===== src/rtl/game_flow_pkg.sv =====
// Shared types and width helpers for the Bomber Man game flow controller.
package game_flow_pkg;

    // Width of the encoded state exposed on state_o.
    localparam int STATE_W = 4;

    // Top-level game flow states; the enum value is what state_o reports.
    typedef enum logic [STATE_W-1:0] {
        MENU       = 4'd0,
        LOAD_LEVEL = 4'd1,
        PLAY       = 4'd2,
        PAUSE      = 4'd3,
        LIFE_LOST  = 4'd4,
        OVER_TIME  = 4'd5,
        OVER_LIVES = 4'd6,
        WIN        = 4'd7
    } state_t;

    // Bits needed to index n items, never less than one bit.
    function automatic int width_of(input int n);
        return (n > 1) ? $clog2(n) : 1;
    endfunction

endpackage


===== src/rtl/game_flow_sm_if.sv =====
// Signal bundle between the gameplay/video blocks and the game flow controller.
// All inputs are sampled on the rising clock edge; outputs are registered.
// master = the surrounding system driving keys, events and pixels,
// slave  = the game flow controller.
interface game_flow_sm_if
    import game_flow_pkg::*;
#(
    parameter int NUM_MENU_PAGES = 3,
    parameter int NUM_LEVELS     = 4,
    parameter int LIVES_INIT     = 3,
    parameter int RGB_W          = 8
);
    localparam int LVL_W = width_of(NUM_LEVELS);
    localparam int LIV_W = width_of(LIVES_INIT + 1);

    // Keyboard levels and gameplay events
    logic                                    enter_key;
    logic                                    pause_key;
    logic                                    timer_ended;
    logic                                    player_died;
    logic                                    level_cleared;

    // Pixel sources
    logic [NUM_MENU_PAGES-1:0]               menu_DR;
    logic [NUM_MENU_PAGES-1:0][RGB_W-1:0]    menu_RGB;
    logic [RGB_W-1:0]                        menu_bg_RGB;
    logic [RGB_W-1:0]                        game_RGB;
    logic                                    pause_DR;
    logic [RGB_W-1:0]                        pause_RGB;
    logic                                    over_time_DR;
    logic [RGB_W-1:0]                        over_time_RGB;
    logic                                    over_lives_DR;
    logic [RGB_W-1:0]                        over_lives_RGB;
    logic                                    win_DR;
    logic [RGB_W-1:0]                        win_RGB;
    logic [RGB_W-1:0]                        over_bg_RGB;

    // Controller outputs
    logic [RGB_W-1:0]                        RGBOut;
    logic                                    game_on;
    logic                                    level_start;
    logic                                    respawn;
    logic [LVL_W-1:0]                        level_idx;
    logic [LIV_W-1:0]                        lives_left;
    logic [STATE_W-1:0]                      state_o;

    modport master (
        output enter_key, pause_key, timer_ended, player_died, level_cleared,
        output menu_DR, menu_RGB, menu_bg_RGB, game_RGB,
        output pause_DR, pause_RGB, over_time_DR, over_time_RGB,
        output over_lives_DR, over_lives_RGB, win_DR, win_RGB, over_bg_RGB,
        input  RGBOut, game_on, level_start, respawn, level_idx, lives_left, state_o
    );

    modport slave (
        input  enter_key, pause_key, timer_ended, player_died, level_cleared,
        input  menu_DR, menu_RGB, menu_bg_RGB, game_RGB,
        input  pause_DR, pause_RGB, over_time_DR, over_time_RGB,
        input  over_lives_DR, over_lives_RGB, win_DR, win_RGB, over_bg_RGB,
        output RGBOut, game_on, level_start, respawn, level_idx, lives_left, state_o
    );

endinterface


===== src/rtl/game_flow_sm_key_edge_det.sv =====
// Rising-edge detectors for keyboard level signals. The history register
// resets to 1 so a key already held when reset releases never fires.
module key_edge_det #(
    parameter int W = 1
) (
    input  logic         clk,
    input  logic         reset,
    input  logic [W-1:0] i_key,
    output logic [W-1:0] o_rise
);

    logic [W-1:0] r_key_q;

    // Remember last cycle's key level
    always_ff @(posedge clk) begin
        if (reset) begin
            r_key_q <= '1;
        end else begin
            r_key_q <= i_key;
        end
    end

    assign o_rise = i_key & ~r_key_q;

endmodule


===== src/rtl/game_flow_sm.sv =====
// Bomber Man game flow controller: menu pages, level loading, play with a
// lives counter, pause, respawn delay and three end screens. Selects the
// registered pixel for the VGA path and reports level/lives status.
module game_flow_sm
    import game_flow_pkg::*;
#(
    parameter int NUM_MENU_PAGES = 3,
    parameter int NUM_LEVELS     = 4,
    parameter int LIVES_INIT     = 3,
    parameter int RESPAWN_CYCLES = 50_000_000,
    parameter int RGB_W          = 8
) (
    input  logic           clk,
    input  logic           reset,
    game_flow_sm_if.slave  bus
);

    localparam int PAGE_W = width_of(NUM_MENU_PAGES);
    localparam int LVL_W  = width_of(NUM_LEVELS);
    localparam int LIV_W  = width_of(LIVES_INIT + 1);
    localparam int CNT_W  = width_of(RESPAWN_CYCLES);

    localparam logic [PAGE_W-1:0] LAST_PAGE  = PAGE_W'(NUM_MENU_PAGES - 1);
    localparam logic [LVL_W-1:0]  LAST_LVL   = LVL_W'(NUM_LEVELS - 1);
    localparam logic [LIV_W-1:0]  LIVES_FULL = LIV_W'(LIVES_INIT);
    localparam logic [LIV_W-1:0]  ONE_LIFE   = LIV_W'(1);
    localparam logic [CNT_W-1:0]  CNT_LOAD   = CNT_W'(RESPAWN_CYCLES - 1);

    // Key edges
    logic [1:0]        w_keys;
    logic [1:0]        w_rise;
    logic              w_enter_rise;
    logic              w_pause_rise;

    // Registered state and outputs
    state_t            r_state;
    logic [PAGE_W-1:0] r_page;
    logic [LVL_W-1:0]  r_level;
    logic [LIV_W-1:0]  r_lives;
    logic [CNT_W-1:0]  r_cnt;
    logic [RGB_W-1:0]  r_rgb;
    logic              r_game_on;
    logic              r_level_start;
    logic              r_respawn;

    // Next-state values
    state_t            w_state_nxt;
    logic [PAGE_W-1:0] w_page_nxt;
    logic [LVL_W-1:0]  w_level_nxt;
    logic [LIV_W-1:0]  w_lives_nxt;
    logic [CNT_W-1:0]  w_cnt_nxt;

    // Pixel selection
    logic              w_menu_dr;
    logic [RGB_W-1:0]  w_menu_px;
    logic [RGB_W-1:0]  w_rgb_nxt;

    assign w_keys       = {bus.pause_key, bus.enter_key};
    assign w_enter_rise = w_rise[0];
    assign w_pause_rise = w_rise[1];

    key_edge_det #(.W(1)) u_enter_edge (
        .clk    (clk),
        .reset  (reset),
        .i_key  (w_keys[0]),
        .o_rise (w_rise[0])
    );

    key_edge_det #(.W(1)) u_pause_edge (
        .clk    (clk),
        .reset  (reset),
        .i_key  (w_keys[1]),
        .o_rise (w_rise[1])
    );

    // Transition rules; one transition per cycle, events resolved by priority
    always_comb begin
        w_state_nxt = r_state;
        w_page_nxt  = r_page;
        w_level_nxt = r_level;
        w_lives_nxt = r_lives;
        w_cnt_nxt   = r_cnt;
        unique case (r_state)
            MENU: begin
                if (w_enter_rise) begin
                    if (r_page < LAST_PAGE) begin
                        w_page_nxt = r_page + PAGE_W'(1);
                    end else begin
                        w_state_nxt = LOAD_LEVEL;
                        w_level_nxt = '0;
                        w_lives_nxt = LIVES_FULL;
                    end
                end
            end
            LOAD_LEVEL: begin
                w_state_nxt = PLAY;
            end
            PLAY: begin
                if (bus.player_died) begin
                    // Lives never drop below zero; the last life ends the run
                    if (r_lives > ONE_LIFE) begin
                        w_lives_nxt = r_lives - ONE_LIFE;
                        w_state_nxt = LIFE_LOST;
                        w_cnt_nxt   = CNT_LOAD;
                    end else begin
                        w_lives_nxt = '0;
                        w_state_nxt = OVER_LIVES;
                    end
                end else if (bus.timer_ended) begin
                    w_state_nxt = OVER_TIME;
                end else if (bus.level_cleared) begin
                    if (r_level >= LAST_LVL) begin
                        w_state_nxt = WIN;
                    end else begin
                        w_level_nxt = r_level + LVL_W'(1);
                        w_state_nxt = LOAD_LEVEL;
                    end
                end else if (w_pause_rise) begin
                    w_state_nxt = PAUSE;
                end
            end
            PAUSE: begin
                if (w_pause_rise) begin
                    w_state_nxt = PLAY;
                end
            end
            LIFE_LOST: begin
                if (r_cnt == '0) begin
                    w_state_nxt = PLAY;
                end else begin
                    w_cnt_nxt = r_cnt - CNT_W'(1);
                end
            end
            OVER_TIME, OVER_LIVES, WIN: begin
                if (w_enter_rise) begin
                    w_state_nxt = MENU;
                    w_page_nxt  = '0;
                end
            end
            default: begin
                w_state_nxt = MENU;
                w_page_nxt  = '0;
            end
        endcase
    end

    // Text pixel of the menu page that will be shown next cycle
    always_comb begin
        w_menu_dr = 1'b0;
        w_menu_px = '0;
        for (int i = 0; i < NUM_MENU_PAGES; i++) begin
            if (w_page_nxt == PAGE_W'(i)) begin
                w_menu_dr = bus.menu_DR[i];
                w_menu_px = bus.menu_RGB[i];
            end
        end
    end

    // Pixel mux keyed on the next state so a new screen appears immediately
    always_comb begin
        w_rgb_nxt = bus.game_RGB;
        unique case (w_state_nxt)
            MENU:       w_rgb_nxt = w_menu_dr ? w_menu_px : bus.menu_bg_RGB;
            PAUSE:      w_rgb_nxt = bus.pause_DR ? bus.pause_RGB : bus.game_RGB;
            OVER_TIME:  w_rgb_nxt = bus.over_time_DR ? bus.over_time_RGB : bus.over_bg_RGB;
            OVER_LIVES: w_rgb_nxt = bus.over_lives_DR ? bus.over_lives_RGB : bus.over_bg_RGB;
            WIN:        w_rgb_nxt = bus.win_DR ? bus.win_RGB : bus.over_bg_RGB;
            default:    w_rgb_nxt = bus.game_RGB;
        endcase
    end

    // State register with all outputs registered alongside it
    always_ff @(posedge clk) begin
        if (reset) begin
            r_state       <= MENU;
            r_page        <= '0;
            r_level       <= '0;
            r_lives       <= LIVES_FULL;
            r_cnt         <= '0;
            r_rgb         <= '0;
            r_game_on     <= 1'b0;
            r_level_start <= 1'b0;
            r_respawn     <= 1'b0;
        end else begin
            r_state       <= w_state_nxt;
            r_page        <= w_page_nxt;
            r_level       <= w_level_nxt;
            r_lives       <= w_lives_nxt;
            r_cnt         <= w_cnt_nxt;
            r_rgb         <= w_rgb_nxt;
            r_game_on     <= (w_state_nxt == PLAY);
            r_level_start <= (w_state_nxt == LOAD_LEVEL);
            r_respawn     <= (r_state == LIFE_LOST) && (w_state_nxt == PLAY);
        end
    end

    assign bus.RGBOut      = r_rgb;
    assign bus.game_on     = r_game_on;
    assign bus.level_start = r_level_start;
    assign bus.respawn     = r_respawn;
    assign bus.level_idx   = r_level;
    assign bus.lives_left  = r_lives;
    assign bus.state_o     = r_state;

endmodule

===== src/flat_wrapper.sv =====
// flat-port wrapper written by rule: the top's interface ports become plain ports
module game_flow_sm_flat import game_flow_pkg::*;
#(
    parameter int NUM_MENU_PAGES = 3,
    parameter int NUM_LEVELS     = 4,
    parameter int LIVES_INIT     = 3,
    parameter int RESPAWN_CYCLES = 50_000_000,
    parameter int RGB_W          = 8
)
  (clk, reset, bus_enter_key, bus_pause_key, bus_timer_ended, bus_player_died, bus_level_cleared, bus_menu_DR, bus_menu_RGB, bus_menu_bg_RGB, bus_game_RGB, bus_pause_DR, bus_pause_RGB, bus_over_time_DR, bus_over_time_RGB, bus_over_lives_DR, bus_over_lives_RGB, bus_win_DR, bus_win_RGB, bus_over_bg_RGB, bus_RGBOut, bus_game_on, bus_level_start, bus_respawn, bus_level_idx, bus_lives_left, bus_state_o);
  game_flow_sm_if #(.NUM_MENU_PAGES(NUM_MENU_PAGES), .NUM_LEVELS(NUM_LEVELS), .LIVES_INIT(LIVES_INIT), .RGB_W(RGB_W)) bus_i ();
  input  logic clk;
  input  logic reset;
  input wire logic [$bits(bus_i.enter_key)-1:0] bus_enter_key;
  input wire logic [$bits(bus_i.pause_key)-1:0] bus_pause_key;
  input wire logic [$bits(bus_i.timer_ended)-1:0] bus_timer_ended;
  input wire logic [$bits(bus_i.player_died)-1:0] bus_player_died;
  input wire logic [$bits(bus_i.level_cleared)-1:0] bus_level_cleared;
  input wire logic [$bits(bus_i.menu_DR)-1:0] bus_menu_DR;
  input wire logic [$bits(bus_i.menu_RGB)-1:0] bus_menu_RGB;
  input wire logic [$bits(bus_i.menu_bg_RGB)-1:0] bus_menu_bg_RGB;
  input wire logic [$bits(bus_i.game_RGB)-1:0] bus_game_RGB;
  input wire logic [$bits(bus_i.pause_DR)-1:0] bus_pause_DR;
  input wire logic [$bits(bus_i.pause_RGB)-1:0] bus_pause_RGB;
  input wire logic [$bits(bus_i.over_time_DR)-1:0] bus_over_time_DR;
  input wire logic [$bits(bus_i.over_time_RGB)-1:0] bus_over_time_RGB;
  input wire logic [$bits(bus_i.over_lives_DR)-1:0] bus_over_lives_DR;
  input wire logic [$bits(bus_i.over_lives_RGB)-1:0] bus_over_lives_RGB;
  input wire logic [$bits(bus_i.win_DR)-1:0] bus_win_DR;
  input wire logic [$bits(bus_i.win_RGB)-1:0] bus_win_RGB;
  input wire logic [$bits(bus_i.over_bg_RGB)-1:0] bus_over_bg_RGB;
  output wire logic [$bits(bus_i.RGBOut)-1:0] bus_RGBOut;
  output wire logic [$bits(bus_i.game_on)-1:0] bus_game_on;
  output wire logic [$bits(bus_i.level_start)-1:0] bus_level_start;
  output wire logic [$bits(bus_i.respawn)-1:0] bus_respawn;
  output wire logic [$bits(bus_i.level_idx)-1:0] bus_level_idx;
  output wire logic [$bits(bus_i.lives_left)-1:0] bus_lives_left;
  output wire logic [$bits(bus_i.state_o)-1:0] bus_state_o;
  assign bus_i.enter_key = bus_enter_key;
  assign bus_i.pause_key = bus_pause_key;
  assign bus_i.timer_ended = bus_timer_ended;
  assign bus_i.player_died = bus_player_died;
  assign bus_i.level_cleared = bus_level_cleared;
  assign bus_i.menu_DR = bus_menu_DR;
  assign bus_i.menu_RGB = bus_menu_RGB;
  assign bus_i.menu_bg_RGB = bus_menu_bg_RGB;
  assign bus_i.game_RGB = bus_game_RGB;
  assign bus_i.pause_DR = bus_pause_DR;
  assign bus_i.pause_RGB = bus_pause_RGB;
  assign bus_i.over_time_DR = bus_over_time_DR;
  assign bus_i.over_time_RGB = bus_over_time_RGB;
  assign bus_i.over_lives_DR = bus_over_lives_DR;
  assign bus_i.over_lives_RGB = bus_over_lives_RGB;
  assign bus_i.win_DR = bus_win_DR;
  assign bus_i.win_RGB = bus_win_RGB;
  assign bus_i.over_bg_RGB = bus_over_bg_RGB;
  assign bus_RGBOut = bus_i.RGBOut;
  assign bus_game_on = bus_i.game_on;
  assign bus_level_start = bus_i.level_start;
  assign bus_respawn = bus_i.respawn;
  assign bus_level_idx = bus_i.level_idx;
  assign bus_lives_left = bus_i.lives_left;
  assign bus_state_o = bus_i.state_o;
  game_flow_sm #(.NUM_MENU_PAGES(NUM_MENU_PAGES), .NUM_LEVELS(NUM_LEVELS), .LIVES_INIT(LIVES_INIT), .RESPAWN_CYCLES(RESPAWN_CYCLES), .RGB_W(RGB_W)) u_core (.clk(clk), .reset(reset), .bus(bus_i));
endmodule

===== config.mk =====
export PLATFORM = sky130hd
export DESIGN_NAME = game_flow_sm_flat
export DESIGN_NICKNAME = d
export VERILOG_FILES = /design/src/rtl/game_flow_pkg.sv /design/src/rtl/game_flow_sm_if.sv /design/src/rtl/game_flow_sm_key_edge_det.sv /design/src/rtl/game_flow_sm.sv /design/src/flat_wrapper.sv
export SDC_FILE = /design/constraint.sdc
export NUM_CORES = 1
export LEC_CHECK = 0
export CORE_ASPECT_RATIO = 1.5
export CORE_MARGIN = 2
export CORE_UTILIZATION = 40
export CTS_BUF_LIST = sky130_fd_sc_hd__clkbuf_8 sky130_fd_sc_hd__clkbuf_16
export CTS_CLUSTER_DIAMETER = 40
export DETAILED_ROUTE_END_ITERATION = 12
export PLACE_DENSITY = 0.73
export SLEW_MARGIN = 20
export SYNTH_ARGS = -nofsm -noshare
export SYNTH_HDL_FRONTEND = slang
export SYNTH_HIERARCHICAL = 1
export SYNTH_SLANG_ARGS = --single-unit
export TNS_END_PERCENT = 30

===== constraint.sdc =====
create_clock -name clk -period 3.7 [get_ports clk]
set_input_delay 0.37 -clock clk [delete_from_list [all_inputs] [get_ports clk]]
set_output_delay 0.37 -clock clk [all_outputs]
set_load 0.02 [all_outputs]

# --- Word level (Yosys, flattened, before mapping) ---
# Cells that the tools add are included.
classes:
  n_lt_le_gt_ge: 3
  eq_ne: 24
  muxes: 44
  n_reduce_logical: 12
  addsub: 4
  bitwise: 4
ops:
  columns: ["op", "n"]
  rows:
  - ["26-bit 2-to-1 mux", 3]
  - ["8-bit 2-to-1 mux", 8]
  - ["26-bit one-hot mux with 2 select lines", 1]
  - ["8-bit one-hot mux with 5 select lines", 1]
  - ["4-bit 2-to-1 mux", 9]
  - ["4-bit by 3-bit equality test with 1-bit output, second input constant", 7]
  - ["2-bit 2-to-1 mux", 14]
  - ["26-bit logical NOT", 1]
  - ["26-bit by 1-bit subtractor with 26-bit output, second input constant", 1]
  - ["4-bit one-hot mux with 6 select lines", 1]
  - ["4-bit by 2-bit equality test with 1-bit output, second input constant", 4]
  - ["2-bit inequality test, second input constant", 8]
  - ["4-bit by 1-bit equality test with 1-bit output, second input constant", 2]
  - ["4-bit logical NOT", 2]
  - ["2-bit one-hot mux with 2 select lines", 2]
  - ["4-bit AND reduction", 2]
  - ["7-bit AND reduction", 1]
  - ["2-bit one-hot mux with 3 select lines", 1]
  - ["2-bit by 1-bit adder with 2-bit output, second input constant", 2]
  - ["2-bit nonzero test", 2]
  - ["4-bit OR reduction", 1]
  - ["1-bit 2-to-1 mux", 3]
  - ["3-bit 2-to-1 mux", 1]
  - ["3-bit OR reduction", 1]
  - ["other kinds (11)", 13]
word_totals:
  output_inout_bits: 19
  input_bits: 94
  elab_cells: 102
  regBits: 49

# --- Logic depth before layout (Yosys ltp) ---
depth:
  ltp_word: 10
  mapped_depth: 11
  mapped_depth_nobuf: 9

# --- By module ---
# The synthesis kept the hierarchy.
by_module_without_submodules:
  columns: ["mod", "seq_area_each_um2", "area_per_inst_um2", "instances", "cells_per_inst"]
  rows:
  - ["game_flow_sm", 940.9, 3010.4, 1, 352]
  - ["key_edge_det", 20.0, 32.5, 2, 3]

# --- Worst setup path after synthesis ---
# Ideal clock, no wire load.
synth_timing:
  kind: "input port to flip-flop"
  startpoint: "input bus_enter_key"
  endpoint: "register u_core.r_rgb[4] (netlist: u_core/bus.RGBOut[4])"
  stages: 9
  slack_ns: 1.068
  t_arrival_ns: 2.553
  required_time_ns: 3.621
  setup_ns: 0.079
  path_cell_list: "nor2b_1 > nand2b_1 > a211oi_1 > or3_4 > or4_1 > or2_1 > clkbuf_1 > a211o_1 > o211ai_1"
synth_between:
  elab_chain_cells: 9
  word_cells_on_any_way: 23
  cone_classes: "eq/ne (6); mux (14); bitwise (1); reduce/logical (2)"
synth_lines:
  columns: ["item", "line_no", "rtl"]
  rows:
  - ["start: declaration", "flat_wrapper.sv:14", "input wire logic [$bits(bus_i.enter_key)-1:0] bus_enter_key;"]
  - ["1-bit bitwise AND *", "game_flow_sm_key_edge_det.sv:23", "assign o_rise = i_key & ~r_key_q;"]
  - ["2-bit 2-to-1 mux, on equally long branches", "game_flow_sm.sv:135, game_flow_sm.sv:85", null]
  - ["2-bit one-hot mux with 3 select lines", "game_flow_sm.sv:83", "unique case (r_state)"]
  - ["2-bit logical NOT", "game_flow_sm.sv:152", "if (w_page_nxt == PAGE_W'(i)) begin"]
  - ["8-bit 2-to-1 mux or 1-bit 2-to-1 mux (tied branches) (3 in series)", "game_flow_sm.sv:152", null]
  - ["8-bit 2-to-1 mux", "game_flow_sm.sv:163", "MENU: w_rgb_nxt = w_menu_dr ? w_menu_px : bus.menu_bg_RGB;"]
  - ["8-bit one-hot mux with 5 select lines *", "game_flow_sm.sv:162", "unique case (w_state_nxt)"]
  - ["end signal: assignment", "game_flow_sm.sv:190", "r_rgb <= w_rgb_nxt;"]
  - ["end: declaration", "game_flow_sm.sv:41", "logic [RGB_W-1:0] r_rgb;"]
# Every way passes the cells marked *; elsewhere a longest branch is shown, timed or not.
# A chain may end at the register's enable or synchronous reset.

# --- Final worst setup path ---
layout_timing:
  startpoint: "input bus_enter_key"
  endpoint: "register u_core.r_rgb[3] (netlist: u_core/bus.RGBOut[3])"
layout_between:
  elab_chain_cells: 9
  word_cells_on_any_way: 23
  cone_classes: "eq/ne (6); mux (14); bitwise (1); reduce/logical (2)"
layout_lines:
  columns: ["item", "line_no", "rtl"]
  rows:
  - ["1-bit bitwise AND *", "game_flow_sm_key_edge_det.sv:23", null]
  - ["named net u_core.w_enter_rise", "game_flow_sm.sv:32", "logic w_enter_rise;"]
  - ["2-bit 2-to-1 mux, on equally long branches", "game_flow_sm.sv:135, game_flow_sm.sv:85", null]
  - ["2-bit one-hot mux with 3 select lines", "game_flow_sm.sv:83", null]
  - ["2-bit logical NOT", "game_flow_sm.sv:152", null]
  - ["8-bit 2-to-1 mux or 1-bit 2-to-1 mux (tied branches) (3 in series)", "game_flow_sm.sv:152", null]
  - ["8-bit 2-to-1 mux", "game_flow_sm.sv:163", null]
  - ["8-bit one-hot mux with 5 select lines *", "game_flow_sm.sv:162", null]
# The timed path passes the listed nets; every way through them passes the cells marked *.

==> impl_metrics.py <==
metrics = {
    "clocking": {
        "cts.sinks": 49,
        "numCtsBuffers": 5,
        "clock_latency_ns": 0.29,
        "post_cts_resized": 0,
        "cts_tree": "built",
        "htree_levels": 2,
        "post_cts_buffers": 0,
        "cts_max_path_buffers": 2,
        "cts_hold_buf": 0,
        "ctsRootBufferMaster": "clkbuf_16",
        "clk_pin_slew_ns": 0.07,
    },
    "timing": {
        "totalNegativeSetupSlack_ns": 0,
        "period_minus_slack_ns": 3.23,
        "hold_violations": 0,
        "clock-skew-final_ns": 0.00601,
        "clock.fmax_ghz": 0.309,
        "rsz0062_at_grt": "no",
        "drv_slew": 0,
        "fin_crit_sh": 0.873,
        "worst_pin_slew_ns": 0.754,
        "max_slew_margin": 0.494,
        "setup_viol": 0,
    },
    "floorplan": {
        "dieArea_um2": 8420,
        "rows": 39,
        "coreArea_um2": 7510,
        "floorplan.initialDensity": 0.409,
        "ioPinCount": 113,
        "die_w_um": 75.6,
        "die_h_um": 111,
    },
    "synth": {
        "synth_edf_count": 0,
        "ys_top_cells_by_area": "dfxtp_1 32%, xor2_1 4.3%, a21oi_1 4.2%, nor2_1 3.4%, mux2i_1 2.9%",
        "synth_seq_area_share": 0.319,
        "syn_avg_cell_area_um2": 8.59,
        "synthArstFlopShare": 0,
        "synth_most_common_cell": "dfxtp_1",
        "yosys_most_used_dff": "dfxtp_1",
        "netlist_top_cells_count": "49 x dfxtp_1, 28 x nor2_1, 26 x a21oi_1, 24 x nand2_1, 15 x xor2_1",
        "yosysUniqueCellTypes": 68,
        "synth_fp_nets": 455,
        "synth_area_um2": 3080,
        "netlist_instances": 358,
        "ys_ff_latch": 49,
        "ys_warn_count": 6,
        "yosysTopAreaCell": "dfxtp_1",
        "synth_top_area_frac": 0.319,
    },
    "placement": {
        "post_dp_cell_area_um2": 4330,
        "io_buffers": 112,
        "gp_congestion": 0.887,
        "dp.final_hpwl_mm": 7.96,
    },
    "final_layout": {
        "fin_nets": 567,
        "syn2layout_area_growth_pct": 45.6,
        "drive_gt1_frac": 0.117,
        "diodes": 0,
        "finalInstanceArea_um2": 4480,
    },
    "worst_setup_path": {
        "crit_required_ns": 3.87,
        "reg2reg_to": "u_core/bus.RGBOut[3]$_SDFF_PP0_",
        "start_kind": "input pin",
        "cpPeakStageDelay_ns": 0.51,
        "crit_chain": "clkdlybuf4s50_1, nor2b_1, or4b_1, a211o_1, and3_1, o31ai_1, or2_1, a211oi_1, nand4b_1",
        "worstSetupEndpointType": "flop",
        "criticalPathCategory": "in -> reg",
        "r2r_cells": 8,
        "cpMaxStageDelayCell": "or4b_1",
        "worst_r2r_startpoint": "u_core/u_enter_edge/r_key_q$_SDFF_PP1_",
        "crit_fanout": 8,
        "crit_arrival_ns": 3.40,
        "reg2reg_slack_ns": 0.75,
    },
    "global_routing": {
        "grt_usage": 0.244,
        "grt.overflow.total": 0,
        "grt_pass1_wl_mm": 16.0,
        "grt_pass1_vias": 3324,
        "grt_start_max_net_pins": 25,
        "antenna_found_initial": 0,
    },
    "detailed_routing": {
        "vias_per_cell": 5.67,
        "drt-initial-drc-count": 153,
        "wl_per_cell_um": 17.9,
        "drtPass1Iterations": 4,
        "ant_nets": 0,
        "wl_mm": 10.2,
        "drc_errors": 0,
        "via_count": 3249,
    },
    "power": {
        "ir_worst_vdd_v": 0.000207,
        "p_leak_uw": 0.00159,
        "powerDensity_nw_per_um2": 266,
    },
    "outcome": {
        "status": "finished clean",
    },
    "worst_hold_path": {
        "min_to": "u_core/bus.lives_left[1]$_SDFFE_PP1P_",
        "worstHoldStart": "u_core/bus.lives_left[1]$_SDFFE_PP1P_",
        "hold_depth": 2,
        "hold_path.class": "reg -> reg",
    },
    "flow_run": {
        "cap_violations": 0,
    },
}
[critical path: cells and delay by family]
family / cells / cell delay [ns]
compound gates: 3 / 0.90
buf+inv: 1 / 0.47
simple gates: 5 / 1.66
[final cells by class]
class / instances / area [µm²]
inverters: 10 / 37.5
clock inverters: 3 / 18.8
repair buffers: 122 / 1210
multi-input cells: 282 / 1980
fillers: 689 / 3040
well taps: 102 / 128
flip-flops and latches: 49 / 981
clock buffers: 5 / 125
[flip-flops by register name, indices dropped and copies added (netlist names), 2 cells and up]
name / flops
u_core/bus.RGBOut: 8
u_core/bus.level_idx: 2
u_core/bus.lives_left: 2
u_core/bus.state_o: 4
u_core/r_cnt: 26
u_core/r_page: 2
[power by group]
group | switching, µW | total (µW) | internal, µW
Clock | 199 | 447 | 248
Sequential | 5.66 | 543 | 537
Combinational | 72.1 | 203 | 131
[per-layer routing]
metal  GRT usage  vias to the layer above  share of wire
met3      0.0389                       25          0.062
met2       0.447                      118           0.53
li1            -                     1577              -
met5           0                        -              0
met4       0.105                        0          0.034
met1       0.262                     1529           0.38
[kinds of logic (layout without fill, tap and decap cells)]
kind of cell,count (synthesis),in the layout,synth area share
simple gates,152,152,0.303
compound gates,92,92,0.221
flops,49,49,0.319
buf+inv,27,140,0.0378
xor+xnor,18,18,0.0513
mux,16,16,0.0549
fa+ha+maj,3,3,0.0122
other cells,1,1,0.00122
[how the worst max path moves through the flow]
stage / from / endpoint / slack, ns / cells after the start
4_1_cts: bus_enter_key / u_core/bus.RGBOut[5]$_SDFF_PP0_ / 0.51 / 9
3_3_place_gp: bus_enter_key / u_core/bus.RGBOut[5]$_SDFF_PP0_ / 0.26 / 8
2_1_floorplan: bus_enter_key / u_core/bus.RGBOut[4]$_SDFF_PP0_ / 1.07 / 9
3_5_place_dp: bus_enter_key / u_core/bus.RGBOut[5]$_SDFF_PP0_ / 0.22 / 9
5_1_grt: bus_enter_key / u_core/r_cnt[19]$_SDFFE_PP0P_ / 0.30 / 10
6_report: bus_enter_key / u_core/bus.RGBOut[3]$_SDFF_PP0_ / 0.47 / 9
[placed cells by master (no fill, tap or decap), drive strengths merged, types with 3 or more instances in the layout]
master and instances:
a211o 8, a211oi 5, a21oi 26, a22oi 7, a31oi 5, a32oi 7
and2 3, and3 4, buf 10, clkbuf 5, clkdlybuf4s50 112, dfxtp 49
ha 3, inv 11, mux2 7, mux2i 9, nand2 25, nand2b 5
nand3 10, nand4 9, nor2 30, nor2b 6, nor3 12, nor4 10
o211ai 3, o21ai 5, o22a 7, o31ai 8, or2 11, or3 5
or4 7, or4b 5, xnor2 3, xor2 15
[through the flow]
| step | util | worst slack, ns | total power, µW | hold slack [ns] | instances |
|---|---|---|---|---|---|
| global placement | 0.577 | 0.262 | 755 | 0.462 | 565 |
| detailed placement | 0.577 | 0.223 | 756 | 0.481 | 565 |
| finish | 0.596 | 0.468 | 1190 | 0.493 | 573 |
| floorplan | - | 1.07 | 622 | 0.450 | 358 |
| global route | 0.596 | 0.300 | 1240 | 0.512 | 573 |
| CTS | 0.596 | 0.510 | 1210 | 0.491 | 573 |
Note: power is estimated with default switching activity, not from simulation.
